===== config.mk =====
export PLATFORM = sky130hd
export DESIGN_NAME = matrix_job_arbiter
export DESIGN_NICKNAME = d
export VERILOG_FILES = /design/src/rtl/matrix_arb_pkg.sv /design/src/rtl/rr_arbiter.sv /design/src/rtl/matrix_job_arbiter.sv
export SDC_FILE = /design/constraint.sdc
export NUM_CORES = 1
export LEC_CHECK = 0
export BUFFER_PORTS_ARGS = -buffer_cell sky130_fd_sc_hd__clkbuf_2
export CAP_MARGIN = 30
export CELL_PAD_IN_SITES_DETAIL_PLACEMENT = 0
export CELL_PAD_IN_SITES_GLOBAL_PLACEMENT = 1
export CORE_ASPECT_RATIO = 1.4
export CORE_MARGIN = 2
export CORE_UTILIZATION = 37
export CTS_CLUSTER_DIAMETER = 120
export CTS_CLUSTER_SIZE = 40
export DETAILED_ROUTE_END_ITERATION = 7
export PLACE_DENSITY = 0.83
export SKIP_LAST_GASP = 1
export SLEW_MARGIN = 15
export SYNTH_ARGS = -nofsm -noshare
export SYNTH_HDL_FRONTEND = slang
export SYNTH_SLANG_ARGS = --single-unit

===== constraint.sdc =====
create_clock -name CLOCK_25 -period 7.2 [get_ports CLOCK_25]
set_input_delay 0.36 -clock CLOCK_25 [delete_from_list [all_inputs] [get_ports CLOCK_25]]
set_output_delay 0.36 -clock CLOCK_25 [all_outputs]
set_load 0.1 [all_outputs]

===== src/rtl/matrix_arb_pkg.sv =====
// Shared constants for the matrix job arbiter: FSM state encoding and size limits.
// Used by matrix_job_arbiter and rr_arbiter.
package matrix_arb_pkg;

    localparam int SIZE_W      = 8;
    localparam int MAX_DIM_DEF = 32;

    localparam logic [2:0] S_IDLE     = 3'd0;
    localparam logic [2:0] S_ISSUE    = 3'd1;
    localparam logic [2:0] S_RUN      = 3'd2;
    localparam logic [2:0] S_DRAIN    = 3'd3;
    localparam logic [2:0] S_COMPLETE = 3'd4;

endpackage


===== src/rtl/rr_arbiter.sv =====
// Combinational round-robin picker: the search starts one past last_grant and wraps.
// The parent registers the result.
module rr_arbiter #(
    parameter int  REQ_COUNT = 4,
    localparam int GW        = $clog2(REQ_COUNT)
) (
    input  logic [REQ_COUNT-1:0] req,
    input  logic [GW-1:0]        last_grant,
    output logic [REQ_COUNT-1:0] grant,
    output logic [GW-1:0]        grant_idx,
    output logic                 valid
);

    localparam int SW = GW + 1;

    logic [SW-1:0] pos;

    always_comb begin
        grant     = '0;
        grant_idx = '0;
        valid     = 1'b0;
        pos       = '0;
        for (int i = 1; i <= REQ_COUNT; i++) begin
            pos = {1'b0, last_grant} + SW'(i);
            if (pos >= SW'(REQ_COUNT)) begin
                pos = pos - SW'(REQ_COUNT);
            end
            if (!valid && req[pos[GW-1:0]]) begin
                valid                 = 1'b1;
                grant[pos[GW-1:0]]    = 1'b1;
                grant_idx             = pos[GW-1:0];
            end
        end
    end

endmodule


===== src/rtl/matrix_job_arbiter.sv =====
// Round-robin job scheduler in front of the shared matrix sequencer.
// Optional cycle counter output o_job_cycles when MATRIX_ARB_PERF_EN is defined.
//
// state      | meaning
// IDLE       | waiting for a request, arbitrates and latches sizes
// ISSUE      | start asserted, sequencer given a cycle to leave idle
// RUN        | start held until the sequencer drops o_finished
// DRAIN      | start released, waiting for o_finished to return
// COMPLETE   | done (and err for rejected jobs) pulse, rotate priority
module matrix_job_arbiter
    import matrix_arb_pkg::*;
#(
    parameter int  REQ_COUNT = 4,
    parameter int  MAX_DIM   = MAX_DIM_DEF,
    localparam int GW        = $clog2(REQ_COUNT)
) (
    input  logic                        CLOCK_25,
    input  logic                        rst,
    input  logic [REQ_COUNT-1:0]        i_req,
    input  logic [SIZE_W*REQ_COUNT-1:0] i_size_column,
    input  logic [SIZE_W*REQ_COUNT-1:0] i_size_row,
    output logic [REQ_COUNT-1:0]        o_ack,
    output logic [REQ_COUNT-1:0]        o_done,
    output logic                        o_err,
    output logic                        o_start,
    output logic [SIZE_W-1:0]           o_size_column,
    output logic [SIZE_W-1:0]           o_size_row,
    input  logic                        i_finished,
    output logic                        o_busy,
    output logic [GW-1:0]               o_grant_id
`ifdef MATRIX_ARB_PERF_EN
    ,output logic [15:0]                o_job_cycles
`endif
);

    localparam logic [SIZE_W-1:0] MAX_DIM_W = SIZE_W'(MAX_DIM);

    logic [2:0]           state;
    logic [GW-1:0]        last_grant;
    logic                 rejected;
    logic [REQ_COUNT-1:0] arb_grant;
    logic [GW-1:0]        arb_idx;
    logic                 arb_valid;
    logic [SIZE_W-1:0]    win_col;
    logic [SIZE_W-1:0]    win_row;
    logic                 win_bad;

    rr_arbiter #(.REQ_COUNT(REQ_COUNT)) u_rr (
        .req        (i_req),
        .last_grant (last_grant),
        .grant      (arb_grant),
        .grant_idx  (arb_idx),
        .valid      (arb_valid)
    );

    always_comb begin
        win_col = '0;
        win_row = '0;
        for (int k = 0; k < REQ_COUNT; k++) begin
            if (arb_grant[k]) begin
                win_col = i_size_column[k*SIZE_W +: SIZE_W];
                win_row = i_size_row[k*SIZE_W +: SIZE_W];
            end
        end
        win_bad = (win_col == '0) || (win_col > MAX_DIM_W) ||
                  (win_row == '0) || (win_row > MAX_DIM_W);
    end

    always_ff @(posedge CLOCK_25) begin
        if (rst) begin
            state         <= S_IDLE;
            o_start       <= 1'b0;
            o_size_column <= '0;
            o_size_row    <= '0;
            o_ack         <= '0;
            o_done        <= '0;
            o_err         <= 1'b0;
            o_busy        <= 1'b0;
            o_grant_id    <= '0;
            last_grant    <= GW'(REQ_COUNT - 1);
            rejected      <= 1'b0;
        end else begin
            o_ack  <= '0;
            o_done <= '0;
            o_err  <= 1'b0;
            case (state)
                S_IDLE: begin
                    if (arb_valid) begin
                        o_ack         <= arb_grant;
                        o_size_column <= win_col;
                        o_size_row    <= win_row;
                        o_grant_id    <= arb_idx;
                        rejected      <= win_bad;
                        o_busy        <= 1'b1;
                        state         <= win_bad ? S_COMPLETE : S_ISSUE;
                    end
                end
                S_ISSUE: begin
                    o_start <= 1'b1;
                    state   <= S_RUN;
                end
                S_RUN: begin
                    // o_finished low means the sequencer has finished and parked
                    if (!i_finished) begin
                        o_start <= 1'b0;
                        state   <= S_DRAIN;
                    end
                end
                S_DRAIN: begin
                    if (i_finished) begin
                        state <= S_COMPLETE;
                    end
                end
                S_COMPLETE: begin
                    o_done[o_grant_id] <= 1'b1;
                    o_err              <= rejected;
                    last_grant         <= o_grant_id;
                    o_busy             <= 1'b0;
                    state              <= S_IDLE;
                end
                default: begin
                    o_start <= 1'b0;
                    o_busy  <= 1'b0;
                    state   <= S_IDLE;
                end
            endcase
        end
    end

`ifdef MATRIX_ARB_PERF_EN
    always_ff @(posedge CLOCK_25) begin
        if (rst) begin
            o_job_cycles <= '0;
        end else if (state == S_IDLE && arb_valid) begin
            o_job_cycles <= '0;
        end else if ((state == S_ISSUE || state == S_RUN || state == S_DRAIN) &&
                     o_job_cycles != 16'hFFFF) begin
            o_job_cycles <= o_job_cycles + 16'd1;
        end
    end
`endif

endmodule


==> results.toml, run 1 <==
[status]
outcome = "complete, no violations"

[die]
core-area_um2 = 6210
io_pins = 100
start_util_pct = 38.1
rows = 34
die-area_um2 = 7060
fp.dieH_um = 98.6
die_w_um = 71.6

[hold_path]
hold_path_end = "o_size_column[4]$_SDFFE_PP0P_"
min_from = "i_size_column[28]"
min_path_type = "in -> reg"
min_path_cells = 3

[synth]
synth-edff-count = 0
synth-simple-area-share_pct = 16.8
synthCells = 277
synthArstFlopShare_pct = 0
synth_mux_area_share_pct = 2.33
synth_top_area_share_pct = 29.6
synth-adder-area-share_pct = 4.23
synthTopCellsByArea = "dfxtp_1 30%, a211oi_1 5.4%, nor2_1 4.6%"
synth_xor_area_share_pct = 0.741
yosysSeqAreaShare_pct = 29.6
synth_area_um2 = 2360
synth_top_family_by_area = "compound AO/OA/AOI/OAI gates"
synth.ff_latch_count = 35
netlist_top_cells_count = "35 x dfxtp_1, 29 x nor2_1, 17 x a211oi_1"
syn-num-nets = 356
synth-compound-area-share_pct = 39.0
synth.most_common_cell = "dfxtp_1"
synth_cell_types = 55
synth_top_flop_cell = "dfxtp_1"
synth_area_leader_cell = "dfxtp_1"
yosysWarnings = 0
synth_area_per_cell_um2 = 8.54

[layout]
num_antenna_cells = 0
syn2layout_area_growth_pct = 25.6
drive_gt1_share_pct = 34.9
multi_input_area_um2 = 1500
layout.nets = 442
seqCellArea_um2 = 701
fillers = 665
instances_no_fill = 436

[critical_path]
worstReg2RegStart = "last_grant[0]$_SDFFE_PP1N_"
end_kind = "flip-flop"
max_stage_delay_ns = 0.66
crit_arrival_ns = 5.17
critPathLaunchType = "flip-flop"
critical_path_required_ns = 7.34
worstPathCellList = "inv_1 -> ha_1 -> mux4_2 -> o21ai_1 -> or3_1 -> nor2_1 -> a221oi_1 -> a2bb2oi_1 -> nand4_1 -> nor4_1 -> a2111oi_2"
cp_max_fo = 18
reg2reg_depth = 11
path_class = "reg -> reg"
reg2reg_slack_ns = 2.17
cp_slowest_cell = "or3_1"
r2r-end = "state[2]$_SDFFE_PP0P_"

[grt]
gr-usage-all-layers_pct = 19.9
antenna_found_initial = 0
grt_pass1_vias = 2374
grt_max_degree = 35
grt_overflow = 0
grt_pass1_wl_mm = 11.3

[timing]
hold_viol_final = 0
fin_worst_skew_ns = 0.00259
slew_headroom_pct = 39.5
min_period_over_period_pct = 69.9
max_freq_ghz = 0.199
setup_viol = 0
tightest_slew_ns = 0.906
fin_crit_ns = 5.03
fin_hold_ws_ns = 0.414
setup-tns-final_ns = 0
finalMaxSlewViolations = 0
rsz0062_at_grt = "no"

[clock_tree]
tritoncts = "yes"
clock-sinks = 35
root_buffer = "clkbuf_8"
clk_latency_ns = 0.28
clkSlewWorstSetupHoldPaths_ns = 0.07
numCtsBuffers = 5
cts.path.max_buffers = 2
cts.repair.resized = 0
cts_hold_buf = 0
cts_htree_levels = 2
post_cts_buffers = 0

[placement]
dpl.hpwl_mm = 5.43
dp.cells = 427
port_buffers = 99
gp_congestion = 0.821

[detailed_routing]
vias = 2509
antenna_left = 0
wl_per_cell_um = 16.3
drt_pass1_iterations = 4
wl_mm = 7.09
drt_iter0_drc = 147
route.detailed.drc = 0
viasPerCell = 5.75

[run]
max_cap_violations = 0
## flip-flops by register name, summed over array words and instances, names as in the netlist
signal,cells
o_size_row,8
o_ack,4
o_busy,1
o_err,1
rejected,1
last_grant,2
o_size_column,8
o_grant_id,2
state,3
o_start,1
o_done,4
## final cells by class
type | count | share of cell area [%]
multi-input combinational | 203 | 50.5
sequential | 35 | 23.6
tap | 72 | 3.03
timing repair buffer | 104 | 18.2
clock buffer | 6 | 2.44
inverter | 14 | 1.77
clock inverter | 2 | 0.421
## worst max path at each step
stage / from / endpoint / slack, ns / cells past startpoint
6_report: last_grant[0]$_SDFFE_PP1N_ / state[2]$_SDFFE_PP0P_ / 2.17 / 11
4_1_cts: last_grant[0]$_SDFFE_PP1N_ / state[2]$_SDFFE_PP0P_ / 2.22 / 11
3_3_place_gp: last_grant[0]$_SDFFE_PP1N_ / state[2]$_SDFFE_PP0P_ / 2.43 / 11
3_5_place_dp: last_grant[0]$_SDFFE_PP1N_ / state[2]$_SDFFE_PP0P_ / 2.24 / 11
2_1_floorplan: last_grant[0]$_SDFFE_PP1N_ / state[2]$_SDFFE_PP0P_ / 3.51 / 15
5_1_grt: last_grant[0]$_SDFFE_PP1N_ / state[2]$_SDFFE_PP0P_ / 1.67 / 11
## placed cells by master, fill, tap and decap left out, types with 7 or more instances in the layout
master	Yosys	routed
nor3_1	7	7
a21oi_1	13	13
a2bb2oi_1	7	7
a211oi_1	17	17
nand2_1	13	13
o21ai_0	11	11
nor2_1	29	28
o31ai_1	10	10
clkbuf_2	0	99
ha_1	8	8
o21a_1	8	8
dfxtp_1	35	35
inv_1	14	14
## per-stage QoR
stage / util [%] / worst slack [ns] / cell area [um^2]
2_1_floorplan: - / 3.51 / 2360
3_3_place_gp: 46.1 / 2.43 / 2860
3_5_place_dp: 46.3 / 2.24 / 2880
4_1_cts: 47.7 / 2.22 / 2960
5_1_grt: 47.8 / 1.67 / 2970
6_report: 47.8 / 2.17 / 2970
## cell families (layout without fill, tap and decap cells)
logic type | count (synthesis) | count (layout)
buffers and inverters | 39 | 126
AND/OR/NAND/NOR | 77 | 77
adder cells (fa/ha/maj) | 8 | 8
XOR/XNOR | 2 | 2
flip-flops | 35 | 35
AO/OA/AOI/OAI | 113 | 113
multiplexers | 3 | 3
## worst max-delay path, delay by kind of cell, from the launching register on
kind	cells	cell delay (ns)
AND/OR/NAND/NOR	4	1.51
AO/OA/AOI/OAI	4	1.30
flip-flops	1	0.64
multiplexers	1	0.63
adder cells (fa/ha/maj)	1	0.53
buffers and inverters	1	0.26
## per-layer routing
metal	track usage (%)	share of wire (%)	vias up	wire length, um
li1	-	-	1247	-
met1	24.5	42	1179	2970
met2	34.7	52	75	3680
met3	3.37	4.8	8	337
met4	6.53	1.5	0	103
met5	0	0	-	0
Power of run 1 is left out: the tool's default activity adds up to more than one toggle a clock period on the data nets, which glitch-free logic cannot reach.
==> inputs of run 2 (changes only) <==
--- a/config.mk
+++ b/config.mk
@@ -5,17 +5,18 @@
 export SDC_FILE = /design/constraint.sdc
 export NUM_CORES = 1
 export LEC_CHECK = 0
+export ABC_AREA = 1
 export BUFFER_PORTS_ARGS = -buffer_cell sky130_fd_sc_hd__clkbuf_2
 export CAP_MARGIN = 30
 export CELL_PAD_IN_SITES_DETAIL_PLACEMENT = 0
 export CELL_PAD_IN_SITES_GLOBAL_PLACEMENT = 1
 export CORE_ASPECT_RATIO = 1.4
 export CORE_MARGIN = 2
-export CORE_UTILIZATION = 37
+export CORE_UTILIZATION = 33
 export CTS_CLUSTER_DIAMETER = 120
 export CTS_CLUSTER_SIZE = 40
 export DETAILED_ROUTE_END_ITERATION = 7
-export PLACE_DENSITY = 0.83
+export PLACE_DENSITY = 0.77
 export SKIP_LAST_GASP = 1
 export SLEW_MARGIN = 15
 export SYNTH_ARGS = -nofsm -noshare
==> constraint.sdc (replaced) <==
create_clock -name CLOCK_25 -period 5.1 [get_ports CLOCK_25]
set_input_delay 0.255 -clock CLOCK_25 [delete_from_list [all_inputs] [get_ports CLOCK_25]]
set_output_delay 0.255 -clock CLOCK_25 [all_outputs]
set_load 0.1 [all_outputs]
==> run 2 against run 1 <==
Net effect:
- count of clock-buffer cells in the layout down 1
- register-to-register slack got worse by 0.48 ns
- critical path depth increased by 6
- critical path type unchanged
- final cell count grew 31%
- core utilization is 4.7 points lower
- via count rose by 7.0%
- non-clock buffer count fell by 4
- routed wire length up 5.3%
==> results.toml, run 2 <==
[hold_path]
min_path_type = "in -> reg"
min_from = "rst"

[synth]
synth_area_per_cell_um2 = 6.60
synthCells = 377
synth_top_flop_cell = "dfxtp_1"
synth_area_leader_cell = "dfxtp_1"
synth.ff_latch_count = 35
yosysWarnings = 0
yosysSeqAreaShare_pct = 28.1
synth_cell_types = 39
synth.most_common_cell = "nand2_1"
synth_area_um2 = 2490
syn-num-nets = 456
netlist_top_cells_count = "108 x nand2_1, 46 x inv_1, 35 x dfxtp_1"
synthTopCellsByArea = "dfxtp_1 28%, nand2_1 16%, inv_1 6.9%"
synth-edff-count = 0
synthArstFlopShare_pct = 0
synth_top_area_share_pct = 28.1

[grt]
grt_pass1_vias = 2567
grt_overflow = 0
grt_max_degree = 34
grt_pass1_wl_mm = 12.2
gr-usage-all-layers_pct = 18.1
antenna_found_initial = 0

[critical_path]
max_stage_delay_ns = 0.56
crit_buf_inv = 3
crit_arrival_ns = 3.64
end_kind = "flip-flop"
crit_path_start = "last_grant[0]$_SDFFE_PP1N_"
crit_family = "simple AND/OR/NAND/NOR gates"
critical_path_required_ns = 5.33
worstReg2RegStart = "last_grant[0]$_SDFFE_PP1N_"
cp_max_fo = 25
path_class = "reg -> reg"
cpMostUsedCell = "nand3_1"
cp_slowest_cell = "dfxtp_1"
worstPathCellList = "inv_2 -> ha_1 -> inv_1 -> nand3_1 -> nand2_1 -> nor2_8 -> nand3_1 -> nand3_2 -> inv_2 -> o21ai_1 -> o21ai_1 -> o21ai_1 -> nand3_1 -> nand3_1 -> nor2_2 -> nand2_1 -> a21oi_2"
critPathLaunchType = "flip-flop"

[detailed_routing]
antenna_left = 0
drt_iter0_drc = 76
viasPerCell = 4.72
wl_mm = 7.47
drt_pass1_iterations = 4
vias = 2685
wl_per_cell_um = 13.1
route.detailed.drc = 0

[run]
max_cap_violations = 0

[die]
fp.dieH_um = 107
start_util_pct = 34.0
core-area_um2 = 7310
die-area_um2 = 8270
io_pins = 100
rows = 37
die_w_um = 77.4

[timing]
min_period_over_period_pct = 66.8
fin_crit_ns = 3.41
slew_headroom_pct = 57.1
finalMaxSlewViolations = 0
rsz0062_at_grt = "no"
max_freq_ghz = 0.293
setup_viol = 0
fin_worst_skew_ns = 0.00742
hold_viol_final = 0
tightest_slew_ns = 0.643
setup-tns-final_ns = 0

[layout]
syn2layout_area_growth_pct = 26.6
num_antenna_cells = 0
drive_gt1_share_pct = 30.5
fillers = 850
seqCellArea_um2 = 701
final_common_cell = "nand2_1"
reg.largest.list = "o_size_column: 8 flops, o_size_row: 8 flops"
multi_input_area_um2 = 1500
layout.nets = 550
layout_common_cells = "108 x nand2_1, 99 x clkbuf_2, 46 x inv_1"

[clock_tree]
post_cts_buffers = 0
numCtsBuffers = 5
cts.repair.resized = 0
tritoncts = "yes"
clk_latency_ns = 0.29
clkSlewWorstSetupHoldPaths_ns = 0.08
cts.path.max_buffers = 2
cts_hold_buf = 0
root_buffer = "clkbuf_8"
clock-sinks = 35
cts_htree_levels = 2

[placement]
gp_congestion = 0.886
dpl.hpwl_mm = 5.87
port_buffers = 99

[status]
outcome = "complete, no violations"
run 2: changes by cell type after synthesis, sizes merged, moves of 11 or more:
| cell | change |
|---|---|
| o211ai | +13 |
| o21ai | +11 |
| a21oi | +20 |
| nand3 | +21 |
| inv | +39 |
| a211oi | -19 |
| nand2 | +102 |
run 2: stage by stage:
| step | instances | util, % | cell area [um^2] | worst slack, ns | hold WS (ns) |
|---|---|---|---|---|---|
| global placement | 560 | 41.4 | 3030 | 1.81 | 0.465 |
| detailed placement | 560 | 41.4 | 3030 | 1.71 | 0.471 |
| finish | 569 | 43.1 | 3150 | 1.69 | 0.315 |
| CTS | 568 | 42.9 | 3140 | 1.69 | 0.310 |
| global route | 569 | 43.1 | 3150 | 1.37 | 0.341 |
| floorplan | 377 | - | 2490 | 2.36 | 0.432 |
run 2: final timing paths:
| path | end | slack, ns | depth (start not counted) |
|---|---|---|---|
| max | state[0]$_SDFFE_PP0P_ | 1.69 | 17 |
| min | o_start$_SDFFE_PP0P_ | 0.31 | 2 |
| max reg2reg | state[0]$_SDFFE_PP0P_ | 1.69 | 17 |
| min reg2reg | o_start$_SDFFE_PP0P_ | 0.48 | 2 |
run 2: logic make-up (layout without fill, tap and decap cells):
| group | after synthesis | in the layout | share of synthesized area (%) |
|---|---|---|---|
| AOI/OAI and AO/OA | 87 | 87 | 22.1 |
| adders and majority gates | 8 | 8 | 4.02 |
| buffers and inverters | 66 | 161 | 11.6 |
| DFF | 35 | 35 | 28.1 |
| and+or+nand+nor | 181 | 181 | 34.2 |
run 2: area by class of cell:
cell class,instances,share of cell area [%]
multi-input combinational,276,47.6
sequential,35,22.2
timing repair buffer,100,16.2
inverter,53,6.55
tap,97,3.85
clock buffer,5,2.18
clock inverter,3,1.39
run 2: per-layer routing:
layer,share of wire [%],vias to the layer above,GRT usage (%)
met5,0,-,0
met3,4.2,4,2.69
met4,0.91,0,4.21
li1,-,1408,-
met2,53,74,33.5
met1,42,1199,21.8
Power of run 2 is left out for the same reason.
==> inputs of run 3 (changes only) <==
==> constraint.sdc (replaced) <==
create_clock -name CLOCK_25 -period 3.25 [get_ports CLOCK_25]
set_input_delay 0.1625 -clock CLOCK_25 [delete_from_list [all_inputs] [get_ports CLOCK_25]]
set_output_delay 0.1625 -clock CLOCK_25 [all_outputs]
set_load 0.1 [all_outputs]
==> run 3 against run 2 <==
Net effect:
- hold slack got worse by 0.10 ns
- fmax increased by 20%
- flip-flop and latch count unchanged
- design area grew 1.2%
- global-route usage fell by 0.19 points
- register-to-register slack got worse by 1.3 ns
- count of clock-buffer cells in the layout is the same
- die area did not move
- via count increased by 0.71%
- worst setup slack worse by 1.3 ns
- core utilization increased by 0.50 points
- highest routed layer unchanged
==> results.toml, run 3 (synthesis gave the netlist of run 2 again) <==
[placement]
placed_area_um2 = 3100
gp_congestion = 0.874
port_buffers = 99
dpl.hpwl_mm = 5.95

[timing]
fin_worst_skew_ns = 0.00535
fin_hold_ws_ns = 0.215
setup-tns-final_ns = 0
finalMaxSlewViolations = 0
fin_crit_ns = 2.83
hold_viol_final = 0
setup_viol = 0
slew_headroom_pct = 58.4
max_freq_ghz = 0.353
tightest_slew_ns = 0.624
min_period_over_period_pct = 87.2
rsz0062_at_grt = "no"

[grt]
grt_overflow = 0
gr-usage-all-layers_pct = 17.9
grt_pass1_wl_mm = 12.0
antenna_found_initial = 0
grt_pass1_vias = 2571
grt_max_degree = 30

[clock_tree]
clkSlewWorstSetupHoldPaths_ns = 0.08
clk_latency_ns = 0.29
post_cts_buffers = 0
cts.path.max_buffers = 2
root_buffer = "clkbuf_8"
cts.repair.resized = 0
cts_hold_buf = 0
cts_htree_levels = 2
numCtsBuffers = 5
tritoncts = "yes"
clock-sinks = 35

[layout]
layout_common_cells = "108 x nand2_1, 99 x clkbuf_2, 46 x inv_1"
layout.nets = 559
fin_area_um2 = 3190
final_common_cell = "nand2_1"
drive_gt1_share_pct = 31.8
reg.largest.list = "o_size_column: 8 flops, o_size_row: 8 flops"
syn2layout_area_growth_pct = 28.1
num_antenna_cells = 0

[hold_path]
min_from = "rst"
min_path_cells = 2
hold_path_end = "state[2]$_SDFFE_PP0P_"
min_path_type = "in -> reg"

[critical_path]
path_class = "reg -> reg"
reg2reg_depth = 20
critPathLaunchType = "flip-flop"
cp_max_fo = 17
end_kind = "flip-flop"
crit_path_start = "last_grant[0]$_SDFFE_PP1N_"
r2r-end = "state[2]$_SDFFE_PP0P_"
critical_path_required_ns = 3.43
worstReg2RegStart = "last_grant[0]$_SDFFE_PP1N_"
reg2reg_slack_ns = 0.42
crit_arrival_ns = 3.02

[die]
core-area_um2 = 7310
rows = 37
start_util_pct = 34.0
die-area_um2 = 8270
io_pins = 100
fp.dieH_um = 107
die_w_um = 77.4

[detailed_routing]
route.detailed.drc = 0
antenna_left = 0
wl_mm = 7.45
wl_per_cell_um = 12.9
drt_pass1_iterations = 4
viasPerCell = 4.68
vias = 2704
drt_iter0_drc = 108

[run]
max_cap_violations = 0

[status]
outcome = "complete, no violations"
[run 3: changes by cell type in the layout (fill, tap and decap cells not counted)]
cell / before / now
buf_4: 0 / 10
bufinv_16: 1 / 0
clkinvlp_4: 0 / 2
buf_8: 1 / 0
clkinv_4: 1 / 0
[run 3: area by class of cell]
cell class	instances	area, um^2
tap	97	121
sequential	35	701
multi-input combinational	276	1500
fill	841	4130
clock inverter	3	20.0
timing repair buffer	109	571
clock buffer	5	68.8
inverter	53	206
[run 3: metrics by stage]
| stage | cells | utilization [%] | setup WS (ns) |
|---|---|---|---|
| CTS | 578 | 43.6 | 0.414 |
| detailed placement | 570 | 42.4 | 0.422 |
| global route | 578 | 43.6 | 0.163 |
| global placement | 570 | 42.4 | 0.507 |
| finish | 578 | 43.6 | 0.417 |
| floorplan | 377 | - | 0.512 |
[run 3: worst max path at each step]
stage,endpoint,depth (start not counted),slack (ns)
after floorplan,state[2]$_SDFFE_PP0P_,21,0.51
after global placement,state[2]$_SDFFE_PP0P_,20,0.51
after detailed placement,state[2]$_SDFFE_PP0P_,20,0.42
after CTS,state[2]$_SDFFE_PP0P_,20,0.41
after global routing,state[2]$_SDFFE_PP0P_,20,0.16
final,state[2]$_SDFFE_PP0P_,20,0.42
[run 3: worst max-delay path, cell delays in order (launching register included)]
cell and delay [ns]:
dfxtp_1 0.34, inv_2 0.04, ha_1 0.32, inv_1 0.12, nand3_1 0.08, nand2_1 0.16, nor2_8 0.07, nand3_1 0.09
nand3_2 0.34, nand2_1 0.16, nand2_1 0.06, nand2_1 0.06, nand2_1 0.05, nand2_1 0.11, nand3_1 0.10, o21bai_1 0.17
nand3_1 0.14, o21bai_1 0.15, nand2_1 0.07, nand2_1 0.06, nor2_1 0.03
[run 3: metal layers]
metal	share of wire, %	track usage, %	vias to the layer above
li1	-	-	1429
met1	44	21.7	1195
met2	50	32.5	74
met3	4.7	2.78	6
met4	1.4	4.97	0
met5	0	0	-
Power of run 3 is left out for the same reason.
